===== config.mk =====
export PLATFORM = sky130hd
export DESIGN_NAME = ntt_ctrl
export DESIGN_NICKNAME = d
export VERILOG_FILES = /design/src/rtl/ntt_ctrl.sv
export SDC_FILE = /design/constraint.sdc
export NUM_CORES = 1
export LEC_CHECK = 0
export CAP_MARGIN = 20
export CORE_MARGIN = 10
export CORE_UTILIZATION = 56
export DETAILED_ROUTE_END_ITERATION = 7
export PLACE_DENSITY = 0.89
export SETUP_SLACK_MARGIN = 0.05
export SYNTH_ARGS = -nofsm -noshare
export SYNTH_HDL_FRONTEND = slang
export SYNTH_SLANG_ARGS = --single-unit

===== constraint.sdc =====
create_clock -name clk -period 3.5 [get_ports clk]
set_input_delay 0.7 -clock clk [delete_from_list [all_inputs] [get_ports clk]]
set_output_delay 0.7 -clock clk [all_outputs]
set_load 0.005 [all_outputs]

===== src/rtl/ntt_ctrl.sv =====
// ntt_ctrl: NTT/INVNTT/MULT sequencing controller with pipeline-aligned bank enables.
// Define NTT_CTRL_STAGE_STALL_EN to insert a pipeline-drain gap between NTT stages.
module ntt_ctrl (
    input  logic       clk,
    input  logic       rst,
    input  logic       start,
    input  logic [1:0] mode_in,
    output logic [1:0] mode,
    output logic [7:0] clk_counter,
    output logic       rd_en,
    output logic       wr_en,
    output logic       busy,
    output logic       done
);
    localparam int PIPE_LAT      = 6;
    localparam int STAGE_LEN     = 32;
    localparam int NUM_STAGES    = 7;
    localparam int MULT_LEN      = 140;
    localparam int MULT_WR_START = 12;
    localparam logic [1:0] MODE_MULT = 2'd2;

`ifdef NTT_CTRL_STAGE_STALL_EN
    typedef enum logic [2:0] {IDLE, RUN, DRAIN, DONE, GAP} state_t;
`else
    typedef enum logic [2:0] {IDLE, RUN, DRAIN, DONE} state_t;
`endif

    state_t              state;
    logic [2:0]          wait_cnt;
    logic [PIPE_LAT-1:0] rd_dly;
    logic [7:0]          last;

    assign last  = mode == MODE_MULT ? 8'(MULT_LEN - 1) : 8'(NUM_STAGES * STAGE_LEN - 1);
    assign rd_en = state == RUN;
    assign busy  = state != IDLE;
    assign done  = state == DONE;
    // MULT writes follow the counter directly; NTT writes trail reads by the pipeline depth
    assign wr_en = mode == MODE_MULT ? (state == RUN && clk_counter >= 8'(MULT_WR_START))
                                     : rd_dly[PIPE_LAT-1];

    always_ff @(posedge clk or posedge rst) begin
        if (rst) begin
            state       <= IDLE;
            mode        <= 2'd0;
            clk_counter <= 8'd0;
            wait_cnt    <= 3'd0;
            rd_dly      <= '0;
        end else begin
            rd_dly <= {rd_dly[PIPE_LAT-2:0], rd_en};
            case (state)
                IDLE: if (start && mode_in != 2'd3) begin
                    mode        <= mode_in;
                    clk_counter <= 8'd0;
                    state       <= RUN;
                end
                RUN: if (clk_counter == last) begin
                    wait_cnt <= 3'd0;
                    state    <= DRAIN;
                end
`ifdef NTT_CTRL_STAGE_STALL_EN
                else if (mode != MODE_MULT && clk_counter[4:0] == 5'd31) begin
                    clk_counter <= clk_counter + 8'd1;
                    wait_cnt    <= 3'd0;
                    state       <= GAP;
                end
`endif
                else clk_counter <= clk_counter + 8'd1;
`ifdef NTT_CTRL_STAGE_STALL_EN
                GAP: if (wait_cnt == 3'(PIPE_LAT - 1)) state <= RUN;
                     else wait_cnt <= wait_cnt + 3'd1;
`endif
                DRAIN: if (wait_cnt == 3'(PIPE_LAT - 1)) state <= DONE;
                       else wait_cnt <= wait_cnt + 3'd1;
                DONE: begin
                    clk_counter <= 8'd0;
                    state       <= IDLE;
                end
                default: state <= IDLE;
            endcase
        end
    end
endmodule


==> reports/qor.log <==
[flow_run] number of max-cap violations 0
[pwr] sum of internal, switching and leakage power 369 uW
[synth] EDFF count, synth 0
[timing] pin slew with the least headroom to its limit 0.784 ns
[cts] root buffer selected by CTS sky130_fd_sc_hd__clkbuf_4
[global_route] maximum number of pins on one net before global-route repair 22
[layout] number of nets in the layout 160
[timing] number of failing hold endpoints at the final stage 0
[route] Post-Route WL 2770 um
[placement] pre-CTS setup slack 0.995 ns
[synth] share of synthesized flip-flops with an asynchronous set or reset 100%
[timing] Final Slew Violations 0
[cts] maximum buffer depth of the clock tree 2
[critical_path] critical path data required time 2.80 ns
[route] first-iteration detailed-routing DRC count 86
[critical_path] critical path startpoint category flip-flop
[layout] most frequent cells in the layout sky130_fd_sc_hd__dfrtp_1, sky130_fd_sc_hd__clkdlybuf4s50_1, sky130_fd_sc_hd__inv_1
[route] routed wirelength normalized by instance count 16.0 um
[placement] post-DP HPWL 2110 um
[global_route] aggregate global routing overflow 0
[timing] setup violators final 0
[pwr] static leakage power 0.632 nW
[placement] count of input and output buffers 18
[placement] weighted congestion reported at the end of routability-driven placement 0.878
[cts] CTS buffer count 3
[layout] Storage cell area 526 um^2
[cts] TritonCTS sink count 21
[die] area of the die 4650 um^2
[synth] synthesized area per cell 10.3 um^2
[critical_path] standard cell with the maximum stage delay on the critical path sky130_fd_sc_hd__clkdlybuf4s50_1
[synth] flip-flop and latch count after synthesis 21
[layout] final cell count without fillers 173
[global_route] number of global-route vias before repair 1019
[min_path] type of the tightest min-delay check reg2reg
[cts] hold bufs inserted after CTS 0
[critical_path] worst reg-to-reg setup slack 1.33 ns
[route] drt first pass iters 4
[layout] # fillers 186
[pwr] maximum vdd drop 213 uV
[critical_path] data arrival time of the critical path 2.17 ns
[min_path] hold-critical path endpoint rd_dly[1]
[timing] final setup TNS 0 ns
[global_route] initial antenna violation count 0
[critical_path] Reg-to-Reg Start state[0]
[synth] number of distinct library cells after synthesis 46
[placement] number of cells after detailed placement 169
[pwr] Power per Cell Area 243 nW/um^2
[timing] fraction of the cycle the final worst path needs 82.0%
[synth] post-synth design cell area 1300 um^2
[cts] clock latency on the worst-skew pair 0.30 ns
[critical_path] Worst Setup End Kind primary output
[timing] Setup Skew 0.00318 ns
[global_route] global-route wire length before repair 4500 um
[cts] TritonCTS clock tree built
[timing] f_max 348 MHz
[timing] relative slew slack 47.6%
[layout] most common cell after layout, fill and taps aside sky130_fd_sc_hd__dfrtp_1
[cts] Resize count post-CTS 0
[critical_path] Critical R2R Capture state[1]
[layout] area used by multi-input combinational logic 701 um^2
[synth] predominant post-synthesis flop cell sky130_fd_sc_hd__dfrtp_1
[cts] Post-CTS Setup Inserts 0
[run_status] result of the run finished clean
[route] number of antenna-violating nets in the routed design 0
[critical_path] Slowest Stage Delay on Critical Path 0.49 ns
[min_path] critical hold path startpoint rd_dly[0]
[timing] final worst-path setup slack 0.629 ns
[synth] post-synthesis instance total 127
[synth] Synth Warn # 0
[cts] depth of the CTS H-tree 1
[route] average vias per placed instance 5.98
[route] total DRC errors in the routed layout 0
[timing] post-layout min period 2.87 ns
[route] total via count in the routed design 1034
[die] total core area 2210 um^2
[layout] final antenna diode count 0
[synth] synthesized netlist net count 141
[timing] setup repair after global routing missed its margin no
[die] Cell Rows 17
[die] height of the chip 68.2 um
[synth] portion of the post-synthesis area used by sequential elements 40.3%
[critical_path] CP Max Fanout 13
[die] # IOs 19
[cts] clock transition time at the flip-flop clock pins of the worst setup and hold paths 0.12 ns
[die] initial standard-cell utilization of the core 58.9%
[critical_path] worst r2r path cells 6
[critical_path] critical path class reg2out
[critical_path] ordered cell list for the critical path inv_1, ha_1, a21boi_0, mux2_2, clkdlybuf4s50_1
[min_path] number of cells on the worst hold path 0
[die] Die X 68.2 um
[layout] fraction of final layout cells with drive strength greater than 1 11.0%
[global_route] All-Layer GR Usage 12.4%
[layout] signed area change from the synthesized netlist to the final layout 16.8%
[worst max-delay path: cells and delay by family (launching register included)]
family | cells | cell delay [ns]
AO/OA/AOI/OAI | 1 | 0.25
adder cells (fa/ha/maj) | 1 | 0.41
multiplexers | 1 | 0.18
buffers and inverters | 2 | 0.59
flip-flops | 1 | 0.44
[worst max path at each step]
stage | cells past startpoint | from | to | slack (ns)
floorplan | 5 | state[1] | wr_en | 1.53
global placement | 5 | state[1] | wr_en | 1.05
detailed placement | 5 | state[1] | wr_en | 1.0
CTS | 5 | state[1] | wr_en | 0.64
global route | 5 | state[1] | wr_en | 0.46
finish | 5 | state[1] | wr_en | 0.63
[metrics by stage]
step | utilization, % | hold WS [ns] | instance area (um^2)
after CTS | 68.8 | 0.366 | 1520
after global routing | 68.8 | 0.371 | 1520
after detailed placement | 67.5 | 0.339 | 1490
after floorplan | - | 0.331 | 1300
final | 68.8 | 0.363 | 1520
after global placement | 67.5 | 0.333 | 1490
[Yosys cell counts, types with 3 or more instances]
cell type / count / area [um^2]
sky130_fd_sc_hd__a21oi_1: 3 / 15.0
sky130_fd_sc_hd__o221ai_2: 3 / 45.0
sky130_fd_sc_hd__inv_1: 14 / 52.6
sky130_fd_sc_hd__nor2_1: 8 / 30.0
sky130_fd_sc_hd__o21ai_0: 4 / 20.0
sky130_fd_sc_hd__dfrtp_1: 21 / 526
sky130_fd_sc_hd__nand3_1: 6 / 30.0
sky130_fd_sc_hd__mux2i_1: 3 / 30.0
sky130_fd_sc_hd__nand2b_1: 3 / 18.8
sky130_fd_sc_hd__a211oi_1: 3 / 22.5
sky130_fd_sc_hd__ha_1: 9 / 113
sky130_fd_sc_hd__nand2_1: 8 / 30.0
[power by group]
group	internal (mW)	leakage, nW	switching [mW]
clock	0.0426	0.0177	0.0726
sequential	0.243	0.242	0
combinational	0.00480	0.373	0.00654
[flip-flops by register name, summed over array words and instances, names as in the netlist]
signal	flops
mode	2
state	2
rd_dly	6
wait_cnt	3
clk_counter	8
[area by class of cell]
cell class	count	area share, %
well taps	28	2.30
repair buffers	18	11.8
clock buffers	3	1.48
flip-flops and latches	21	34.5
inverters	14	3.45
clock inverters	1	0.329
multi-input cells	88	46.1
[cells by family (layout without fill, tap and decap cells)]
kind of cell,after synthesis,after routing,synth area share [%]
AND/OR/NAND/NOR,40,40,17.9
AO/OA/AOI/OAI,32,32,21.4
flip-flops,21,21,40.3
buffers and inverters,18,36,5.86
adder cells (fa/ha/maj),9,9,8.65
multiplexers,6,6,5.19
XOR/XNOR,1,1,0.673
[metal layers]
| layer | share of wire [%] | up-vias | track usage (%) |
|---|---|---|---|
| met1 | 41 | 508 | 13.6 |
| met4 | 1.1 | 0 | 3.02 |
| met5 | 0 | - | 0 |
| li1 | - | 499 | - |
| met2 | 53 | 23 | 22.6 |
| met3 | 5.3 | 4 | 4.08 |
No activity file was read; power rests on OpenSTA's default activity.
